[src/rtl/bsearch_engine_if.sv]
// Request/result and RAM-read signals of the binary-search engine, bundled
// so the engine, the table RAM and the control logic share one connection.
interface bsearch_engine_if #(
  parameter int DATA_W = 8,
  parameter int ADDR_W = 5
);
  // Handshake: start is sampled only while the engine is idle; the accepting
  // edge latches key/mode/count, busy rises the next cycle, and done pulses for
  // exactly one cycle with found/eq/result_addr/probes valid (they then hold
  // until the next search completes). start, key, mode and count are ignored
  // while busy. RAM reads: rd_en is a one-cycle strobe with rd_addr, and
  // rd_data must be valid RD_LAT cycles later.
  logic              start;
  logic [DATA_W-1:0] key;
  logic              mode;
  logic [ADDR_W:0]   count;

  logic              rd_en;
  logic [ADDR_W-1:0] rd_addr;
  logic [DATA_W-1:0] rd_data;

  logic              busy;
  logic              done;
  logic              found;
  logic              eq;
  logic [ADDR_W-1:0] result_addr;
  logic [ADDR_W:0]   probes;

  modport master (
    output start, key, mode, count, rd_data,
    input  rd_en, rd_addr, busy, done, found, eq, result_addr, probes
  );

  modport slave (
    input  start, key, mode, count, rd_data,
    output rd_en, rd_addr, busy, done, found, eq, result_addr, probes
  );
endinterface

[src/rtl/bsearch_engine.sv]
// Binary search over an external sorted synchronous RAM, exact-match or
// lower-bound mode, tolerating a fixed RAM read latency.
module bsearch_engine #(
  parameter int DATA_W = 8,
  parameter int ADDR_W = 5,
  parameter int RD_LAT = 2
) (
  input  logic                clk,
  input  logic                reset,
  bsearch_engine_if.slave     bus,
  output logic [2:0]          dbg_state
);

  localparam int IDX_W  = ADDR_W + 1;
  localparam int WAIT_W = (RD_LAT > 2) ? $clog2(RD_LAT) : 1;
  localparam logic [IDX_W-1:0] DEPTH = IDX_W'(1) << ADDR_W;

  typedef enum logic [2:0] {
    S_IDLE    = 3'd0,
    S_ISSUE   = 3'd1,
    S_WAIT    = 3'd2,
    S_COMPARE = 3'd3,
    S_DONE    = 3'd4
  } state_t;

  state_t            state;
  logic [IDX_W-1:0]  lo;
  logic [IDX_W-1:0]  hi;
  logic [IDX_W-1:0]  mid;
  logic [DATA_W-1:0] key_r;
  logic              mode_r;
  logic [IDX_W-1:0]  cnt_r;
  logic              eq_r;
  logic [IDX_W-1:0]  probe_cnt;
  logic [WAIT_W-1:0] wait_cnt;

  logic [IDX_W-1:0]  count_clamped;
  logic [IDX_W-1:0]  lo_n;
  logic [IDX_W-1:0]  hi_n;
  logic [IDX_W-1:0]  mid_n;
  logic              eq_n;
  logic              hit;
  logic              lb_found;

  assign dbg_state = state;

  always_comb begin
    count_clamped = (bus.count > DEPTH) ? DEPTH : bus.count;
  end

  // Interval update for the probe whose data is on rd_data in COMPARE.
  // mid is always < hi, so mid+1 never exceeds DEPTH and fits IDX_W bits.
  always_comb begin
    lo_n = lo;
    hi_n = hi;
    eq_n = eq_r;
    hit  = 1'b0;
    if (mode_r) begin
      if (bus.rd_data >= key_r) begin
        hi_n = mid;
        eq_n = (bus.rd_data == key_r);
      end else begin
        lo_n = mid + IDX_W'(1);
      end
    end else begin
      if (bus.rd_data == key_r) begin
        hit = 1'b1;
      end else if (bus.rd_data < key_r) begin
        lo_n = mid + IDX_W'(1);
      end else begin
        hi_n = mid;
      end
    end
    mid_n    = lo_n + ((hi_n - lo_n) >> 1);
    lb_found = (lo_n < cnt_r);
  end

  always_ff @(posedge clk) begin
    if (reset) begin
      state           <= S_IDLE;
      lo              <= '0;
      hi              <= '0;
      mid             <= '0;
      key_r           <= '0;
      mode_r          <= 1'b0;
      cnt_r           <= '0;
      eq_r            <= 1'b0;
      probe_cnt       <= '0;
      wait_cnt        <= '0;
      bus.rd_en       <= 1'b0;
      bus.rd_addr     <= '0;
      bus.busy        <= 1'b0;
      bus.done        <= 1'b0;
      bus.found       <= 1'b0;
      bus.eq          <= 1'b0;
      bus.result_addr <= '0;
      bus.probes      <= '0;
    end else begin
      bus.done  <= 1'b0;
      bus.rd_en <= 1'b0;
      case (state)
        S_IDLE: begin
          if (bus.start) begin
            key_r     <= bus.key;
            mode_r    <= bus.mode;
            cnt_r     <= count_clamped;
            lo        <= '0;
            hi        <= count_clamped;
            eq_r      <= 1'b0;
            probe_cnt <= '0;
            bus.busy  <= 1'b1;
            if (count_clamped == '0) begin
              // Empty table: report not-found without touching the RAM.
              state           <= S_DONE;
              bus.done        <= 1'b1;
              bus.found       <= 1'b0;
              bus.eq          <= 1'b0;
              bus.result_addr <= '0;
              bus.probes      <= '0;
            end else begin
              state       <= S_ISSUE;
              mid         <= count_clamped >> 1;
              bus.rd_en   <= 1'b1;
              bus.rd_addr <= ADDR_W'(count_clamped >> 1);
            end
          end
        end

        S_ISSUE: begin
          probe_cnt <= probe_cnt + IDX_W'(1);
          wait_cnt  <= WAIT_W'(RD_LAT > 1 ? RD_LAT - 2 : 0);
          if (RD_LAT == 1) begin
            state <= S_COMPARE;
          end else begin
            state <= S_WAIT;
          end
        end

        S_WAIT: begin
          if (wait_cnt == '0) begin
            state <= S_COMPARE;
          end else begin
            wait_cnt <= wait_cnt - WAIT_W'(1);
          end
        end

        S_COMPARE: begin
          lo   <= lo_n;
          hi   <= hi_n;
          eq_r <= eq_n;
          mid  <= mid_n;
          if (!mode_r && hit) begin
            state           <= S_DONE;
            bus.done        <= 1'b1;
            bus.found       <= 1'b1;
            bus.eq          <= 1'b1;
            bus.result_addr <= ADDR_W'(mid);
            bus.probes      <= probe_cnt;
          end else if (!mode_r && (lo_n >= hi_n)) begin
            state           <= S_DONE;
            bus.done        <= 1'b1;
            bus.found       <= 1'b0;
            bus.eq          <= 1'b0;
            bus.result_addr <= '0;
            bus.probes      <= probe_cnt;
          end else if (mode_r && (lo_n == hi_n)) begin
            // Interval collapsed onto the first entry >= key (or onto count).
            state           <= S_DONE;
            bus.done        <= 1'b1;
            bus.found       <= lb_found;
            bus.eq          <= lb_found & eq_n;
            bus.result_addr <= lb_found ? ADDR_W'(lo_n) : '0;
            bus.probes      <= probe_cnt;
          end else begin
            state       <= S_ISSUE;
            bus.rd_en   <= 1'b1;
            bus.rd_addr <= ADDR_W'(mid_n);
          end
        end

        S_DONE: begin
          state    <= S_IDLE;
          bus.busy <= 1'b0;
        end

        default: begin
          state    <= S_IDLE;
          bus.busy <= 1'b0;
        end
      endcase
    end
  end

endmodule

[src/flat_wrapper.sv]
// flat-port wrapper written by rule: the top's interface ports become plain ports
module bsearch_engine_flat 
#(
  parameter int DATA_W = 8,
  parameter int ADDR_W = 5,
  parameter int RD_LAT = 2
)
  (clk, reset, dbg_state, bus_start, bus_key, bus_mode, bus_count, bus_rd_data, bus_rd_en, bus_rd_addr, bus_busy, bus_done, bus_found, bus_eq, bus_result_addr, bus_probes);
  bsearch_engine_if #(.DATA_W(DATA_W), .ADDR_W(ADDR_W)) bus_i ();
  input  logic clk;
  input  logic reset;
  output logic [2:0] dbg_state;
  input wire logic [$bits(bus_i.start)-1:0] bus_start;
  input wire logic [$bits(bus_i.key)-1:0] bus_key;
  input wire logic [$bits(bus_i.mode)-1:0] bus_mode;
  input wire logic [$bits(bus_i.count)-1:0] bus_count;
  input wire logic [$bits(bus_i.rd_data)-1:0] bus_rd_data;
  output wire logic [$bits(bus_i.rd_en)-1:0] bus_rd_en;
  output wire logic [$bits(bus_i.rd_addr)-1:0] bus_rd_addr;
  output wire logic [$bits(bus_i.busy)-1:0] bus_busy;
  output wire logic [$bits(bus_i.done)-1:0] bus_done;
  output wire logic [$bits(bus_i.found)-1:0] bus_found;
  output wire logic [$bits(bus_i.eq)-1:0] bus_eq;
  output wire logic [$bits(bus_i.result_addr)-1:0] bus_result_addr;
  output wire logic [$bits(bus_i.probes)-1:0] bus_probes;
  assign bus_i.start = bus_start;
  assign bus_i.key = bus_key;
  assign bus_i.mode = bus_mode;
  assign bus_i.count = bus_count;
  assign bus_i.rd_data = bus_rd_data;
  assign bus_rd_en = bus_i.rd_en;
  assign bus_rd_addr = bus_i.rd_addr;
  assign bus_busy = bus_i.busy;
  assign bus_done = bus_i.done;
  assign bus_found = bus_i.found;
  assign bus_eq = bus_i.eq;
  assign bus_result_addr = bus_i.result_addr;
  assign bus_probes = bus_i.probes;
  bsearch_engine #(.DATA_W(DATA_W), .ADDR_W(ADDR_W), .RD_LAT(RD_LAT)) u_core (.clk(clk), .reset(reset), .bus(bus_i), .dbg_state(dbg_state));
endmodule
[config.mk]
export PLATFORM = sky130hd
export DESIGN_NAME = bsearch_engine_flat
export DESIGN_NICKNAME = d
export VERILOG_FILES = /design/src/rtl/bsearch_engine_if.sv /design/src/rtl/bsearch_engine.sv /design/src/flat_wrapper.sv
export SDC_FILE = /design/constraint.sdc
export NUM_CORES = 1
export LEC_CHECK = 0
export CAP_MARGIN = 40
export CORE_MARGIN = 1.5
export CORE_UTILIZATION = 55
export CTS_CLUSTER_DIAMETER = 40
export DETAILED_ROUTE_END_ITERATION = 8
export PLACE_DENSITY = 0.9
export RECOVER_POWER = 25
export SKIP_LAST_GASP = 1
export SYNTH_ARGS = -nofsm -noshare
export SYNTH_HDL_FRONTEND = slang
export SYNTH_SLANG_ARGS = --single-unit
[constraint.sdc]
create_clock -name clk -period 5.78 [get_ports clk]
set_input_delay 1.156 -clock clk [delete_from_list [all_inputs] [get_ports clk]]
set_output_delay 1.156 -clock clk [all_outputs]
set_load 0.01 [all_outputs]
Word-level counts from Yosys, hierarchy flattened
Index checks and enable logic that the tools add are counted.
- $add $sub $neg: 5
- eq/ne operators: 13
- reduce and logical (&&, ||, !) cells: 18
- bitwise operators: 2
- magnitude comparators: 5
- muxes and demuxes: 75
- operator list (operator ; number):
    $mux W6 ; 18
    $pmux W6 S2 ; 5
    $mux W5 ; 11
    $mux W1 ; 25
    $pmux W5 S2 ; 2
    $mux W3 ; 6
    $pmux W1 S2 ; 7
    $add A6 B1 Y6 const B ; 2
    $ne A2 B2 Y1 const B ; 6
    $pmux W3 S4 ; 1
    $reduce_and A2 Y1 ; 5
    $eq A8 B8 Y1 ; 1
    $ge A8 B8 Y1 ; 1
    $lt A8 B8 Y1 ; 1
    $add A6 B5 Y6 ; 1
    $eq A3 B2 Y1 const B ; 2
    $eq A6 B6 Y1 ; 1
    $ge A6 B6 Y1 ; 1
    $gt A6 B6 Y1 const B ; 1
    $logic_not A6 Y1 ; 1
    $lt A6 B6 Y1 ; 1
    $reduce_and A6 Y1 ; 1
    $reduce_bool A2 Y1 ; 3
    $sub A6 B6 Y6 ; 1
    12 further kinds ; 14
- output and inout port bits: 24
- register bits after elaboration: 65
- input bits: 26
- logic and storage cells: 136

Longest topological paths before layout
- word-level depth: 10
- depth in mapped cells: 21
- depth with buffers taken out: 21

Worst setup path after synthesis
OpenSTA, ideal clock, no wires.
- path type: input-to-reg
- from: in bus_rd_data[1]
- to: reg u_core.mid[4]
- library setup time: 0.138 ns
- cell stages on the path: 18
- path buffers: 0
- arrival: 4.524 ns
- path slack: 1.118 ns
- required time: 5.642 ns
- cells stage by stage: ha_1 > nor2b_1 > o211ai_2 > a31oi_4 > nor2_2 > mux2i_1 > inv_1 > fa_1 > inv_1 > ha_1 > fa_1 > a21oi_1 > nor2_1 > nor2_1 > xor2_1 > nor2_1 > a21oi_1 > a211oi_1
- word-level cells in the longest chain between the ends: 7
- elaborated cells on any way between the ends: 14
- those cells by class: 2 x add/sub; 2 x order compare; 1 x eq/ne; 9 x mux
- RTL lines (what ; RTL line ; source):
    from (decl) ; flat_wrapper.sv:17 ; input wire logic [$bits(bus_i.rd_data)-1:0] bus_rd_data;
    $lt A8 B8 Y1 ; bsearch_engine.sv:68 ; end else if (bus.rd_data < key_r) begin
    $mux W6 ; bsearch_engine.sv:68 ;
    $mux W6 ; bsearch_engine.sv:66 ; if (bus.rd_data == key_r) begin
    $mux W6 ; bsearch_engine.sv:58 ; if (mode_r) begin
    $sub A6 B6 Y6 ; bsearch_engine.sv:74 ; mid_n = lo_n + ((hi_n - lo_n) >> 1);
    $add A6 B5 Y6 (*) ; bsearch_engine.sv:74 ;
    $pmux W6 S2 (*) ; bsearch_engine.sv:101 ; case (state)
    to (signal assigned) ; bsearch_engine.sv:122 ; mid <= count_clamped >> 1;
    to (signal assigned) ; bsearch_engine.sv:151 ; mid <= mid_n;
    to (decl) ; bsearch_engine.sv:29 ; logic [IDX_W-1:0] mid;
Every way passes the cells marked *; elsewhere a longest branch is shown, timed or not.
A chain may end at the register's enable or synchronous reset.

Worst setup path in the final report
- from: in bus_rd_data[1]
- to: reg u_core.bus.rd_addr[4]
- word-level cells in the longest chain between the ends: 10
- elaborated cells on any way between the ends: 28
- those cells by class: 2 x add/sub; 3 x order compare; 5 x eq/ne; 14 x mux; 4 x reduce/logical
- RTL lines (what ; RTL line ; source):
    $lt A8 B8 Y1 ; bsearch_engine.sv:68 ;
    $mux W6 ; bsearch_engine.sv:68 ;
    $mux W6 ; bsearch_engine.sv:66 ;
    $mux W6 ; bsearch_engine.sv:58 ;
    $sub A6 B6 Y6 ; bsearch_engine.sv:74 ;
    $add A6 B5 Y6 ; bsearch_engine.sv:74 ;
    $mux W5 ; bsearch_engine.sv:166 ; end else if (mode_r && (lo_n == hi_n)) begin
    $mux W5 ; bsearch_engine.sv:159 ; end else if (!mode_r && (lo_n >= hi_n)) begin
    $mux W5 ; bsearch_engine.sv:152 ; if (!mode_r && hit) begin
    $pmux W5 S2 ; bsearch_engine.sv:101 ;
    to (signal assigned) ; bsearch_engine.sv:124 ; bus.rd_addr <= ADDR_W'(count_clamped >> 1);
    to (signal assigned) ; bsearch_engine.sv:177 ; bus.rd_addr <= ADDR_W'(mid_n);
    to (decl) ; bsearch_engine_if.sv:36 ; output rd_en, rd_addr, busy, done, found, eq, result_addr, probes
Parallel ways exist; a longest one is shown, timed or not. The select of a mux whose other input is x is not followed.

==> out/summary.md <==
### CTS
* 0.35 ns — clock latency of the later-clocked register in the worst-skew pair
* 9 — TritonCTS buffer count
* 0 — number of buffers inserted by hold repair at cts
* yes — CTS tree
* 64 — TritonCTS Sinks
* 0 — number of setup buffers added after CTS
* 2 — Max clock buf depth
* 3 — htree depth
* sky130_fd_sc_hd__clkbuf_8 — cell chosen for the clock root
* 0 — cells resized by post-CTS repair
* 0.07 ns — clock transition at the registers of the reported paths

### Critical path
* 10 — Max Fanout on Critical Path
* 0.53 ns — highest cell delay on the worst timing path
* 3 — number of buffer and inverter instances along the worst setup path
* 5.35 ns — Worst Path Arrival
* adder cells — crit-path leading delay family
* flop — endpoint kind of the worst setup timing path
* in2reg — critical path class
* sky130_fd_sc_hd__nor2_1 — CP dominant cell by count
* 5.92 ns — Worst Path Required
* primary input — nature of the critical path startpoint
* clkdlybuf4s50_1 > ha_1 > nor2b_1 > o211ai_2 > a31oi_4 > nor2_2 > mux2i_1 > inv_1 > fa_1 > inv_1 > ha_1 > fa_1 > a21oi_1 > nor2_1 > nor2_1 > xor2_1 > nor2_1 > a21oi_1 > a211oi_1 — worst-path cell chain
* sky130_fd_sc_hd__fa_1 — worst-path cell with the longest stage delay

### Synth
* sky130_fd_sc_hd__dfxtp_1, sky130_fd_sc_hd__ha_1, sky130_fd_sc_hd__a21oi_1, sky130_fd_sc_hd__nor2_1, sky130_fd_sc_hd__nand2_1 — Synth area leaders
* sky130_fd_sc_hd__dfxtp_1 — flip-flop cell with the highest count after synthesis
* 0% — async set-reset flop share out of synthesis
* 64 — FF+latch count, synth
* 433 — Post-Synthesis Cells
* 35.3% — sequential cell area fraction in the yosys report
* 35.3% — share of the synthesized area in the top cell type
* 3630 sq um — post-synthesis cell area
* sky130_fd_sc_hd__dfxtp_1 — cell accounting for the most synthesized area
* 8.38 sq um — synthesized area divided by synthesized cell count
* 487 — syn nets
* 0 — count of yosys warnings during synthesis
* 59 — synth unique cells
* 0 — EDFF count, synth

### Global route
* 53 — pin count of the biggest net entering global routing
* 7.77% — met3 track demand over resource
* 14.9 mm — wire length of the first global-routing pass
* 31.9% — met1 usage
* 0 — residual overflow from global routing
* met2 — most crowded layer after global routing
* 26.3% — gr usage total
* 43.6% — met2 demand-to-capacity share in global routing
* 0 — initial antenna violation count
* 3248 — via count of the first global-routing pass

### Pwr
* 0.239 mV — maximum resistive drop on vdd
* 1.49 mW — Final Power
* 343 nW/um^2 — PwrDens
* 1.68 nW — leakage power figure

### Cells and area
* 19.9% — Area Growth Syn to Fin
* 0 — Antenna Cells
* 10.5% — fraction of final layout cells sized beyond drive strength 1
* 500 — FILL cells
* 561 — non-filler instance count after layout
* sky130_fd_sc_hd__dfxtp_1 — leading cell type in the layout, fill and taps excluded
* sky130_fd_sc_hd__dfxtp_1, sky130_fd_sc_hd__a21oi_1, sky130_fd_sc_hd__nor2_1, sky130_fd_sc_hd__nand2_1, sky130_fd_sc_hd__clkdlybuf4s50_1 — most frequent cells in the layout
* 533 — Net count, final
* 1280 sq um — sequential cell area
* 2120 sq um — area of the multi-input gates

### STA
* 5.22 ns — time the final worst path needs with I/O delays and setup
* 0 ns — TNS Setup
* 0 — final-report hold violation count
* 90.3% — Final Cycle Share
* 53 — final slew viol count
* 2.20 ns — transition time of the tightest slew-check pin
* -47.0% — Slew headroom
* 192 MHz — Achievable Freq
* false — RSZ-0062 raised after global routing
* 0 — total of endpoints with negative setup slack in the final report
* 0.00770 ns — Final Skew
* 0.563 ns — worst-case setup margin in the final layout

### Floorplanning
* 7090 sq um — area of the die
* 84.2 um — Die Height
* 57.1% — Starting Density
* 6350 sq um — core box area
* 29 — number of rows created at floorplan
* 50 — total I/O pin count
* 84.2 um — die width

### Outcome
* complete, but fails checks — result of the run
* capacitance limit, slew limit — violated checks

### Detailed routing
* 6.00 — via-per-instance ratio
* 0 — remaining routing DRC violations
* 3364 — routed via count
* 0 — remaining antenna violation count after routing
* 15.9 um — routed wire length per instance
* 204 — number of design-rule violations left by the first detailed-router iteration
* 8.90 mm — total wire length
* 6 — first-pass iteration count of the detailed router

### Job
* 1 — max-cap violation count

### Place
* 49 — IO buf count
* 0.953 — global placer's final weighted congestion
* 545 — number of placed instances, taps included
* 0.268 ns — worst slack at placement
* 6.52 mm — detailed-placement wirelength estimate

### Min path
* reg2reg — kind of path behind the tightest hold check

## through the flow
step	hold slack [ns]	util, %	area, sq um
after floorplan	0.436	-	3630
after global placement	0.441	65.3	4140
after detailed placement	0.447	65.9	4190
after CTS	0.458	68.8	4370
after global routing	0.468	68.5	4350
final	0.455	68.5	4350
## path summary, 6_finish.rpt
kind / startpoint / endpoint / slack (ns) / cells after the start
hold reg to reg: u_core.bus.eq / u_core.bus.eq / 0.45 / 2
setup reg to reg: u_core.key_r[1] / u_core.bus.rd_addr[4] / 1.42 / 19
setup / recovery: bus_rd_data[1] / u_core.bus.rd_addr[4] / 0.56 / 19
hold / removal: u_core.bus.eq / u_core.bus.eq / 0.45 / 2
## tightest hold or removal path: cells and delay by family (launching register included)
family | cells | cell delay, ns
buffers and inverters | 1 | 0.05
AOI/OAI and AO/OA | 1 | 0.05
DFF | 1 | 0.31
## cell usage after synthesis (4+ instances only)
| cell | number |
|---|---|
| sky130_fd_sc_hd__a222oi_1 | 4 |
| sky130_fd_sc_hd__nand2_1 | 43 |
| sky130_fd_sc_hd__nand4_1 | 4 |
| sky130_fd_sc_hd__dfxtp_1 | 64 |
| sky130_fd_sc_hd__mux2_2 | 9 |
| sky130_fd_sc_hd__clkbuf_1 | 16 |
| sky130_fd_sc_hd__mux2i_1 | 4 |
| sky130_fd_sc_hd__buf_2 | 4 |
| sky130_fd_sc_hd__o32ai_1 | 5 |
| sky130_fd_sc_hd__a211oi_1 | 11 |
| sky130_fd_sc_hd__inv_1 | 30 |
| sky130_fd_sc_hd__nand3_1 | 14 |
| sky130_fd_sc_hd__xnor2_1 | 8 |
| sky130_fd_sc_hd__xor2_1 | 4 |
| sky130_fd_sc_hd__nor3b_1 | 6 |
| sky130_fd_sc_hd__a21oi_1 | 50 |
| sky130_fd_sc_hd__ha_1 | 26 |
| sky130_fd_sc_hd__nand2b_1 | 4 |
| sky130_fd_sc_hd__nor2_1 | 44 |
| sky130_fd_sc_hd__nor2b_1 | 4 |
| sky130_fd_sc_hd__nor3_1 | 8 |
| sky130_fd_sc_hd__o21ai_0 | 5 |
| sky130_fd_sc_hd__a22oi_1 | 10 |
## state kept, by name, indices dropped and copies added, names as in the netlist, 3 cells and up
| register | count |
|---|---|
| u_core.bus.result_addr | 5 |
| u_core.cnt_r | 6 |
| u_core.mid | 6 |
| u_core.key_r | 8 |
| u_core.probe_cnt | 6 |
| u_core.dbg_state | 3 |
| u_core.bus.rd_addr | 5 |
| u_core.lo | 6 |
| u_core.bus.probes | 6 |
| u_core.hi | 6 |
## layer usage
layer,routed length (um),up-vias
li1,-,1637
met1,3690,1583
met2,4340,125
met3,675,19
met4,199,0
met5,0,-
## cell families after synthesis
| logic type | share of synthesized area [%] |
|---|---|
| flops | 35.3 |
| fa+ha+maj | 10.1 |
| mux | 3.90 |
| buf+inv | 6.17 |
| xor+xnor | 2.90 |
| simple gates | 20.6 |
| compound gates | 21.0 |
## area by class of cell
cell class	instances	area share [%]
tap	77	2.21
clock inverter	6	1.01
clock buffer	10	3.16
sequential	64	29.5
multi-input combinational	316	48.8
timing repair buffer	58	12.8
inverter	30	2.59
## report_power, final
group	internal [mW]	switching, mW
Sequential	0.484	0.0520
Clock	0.168	0.183
Combinational	0.262	0.341
No activity file was read; power rests on OpenSTA's default activity.
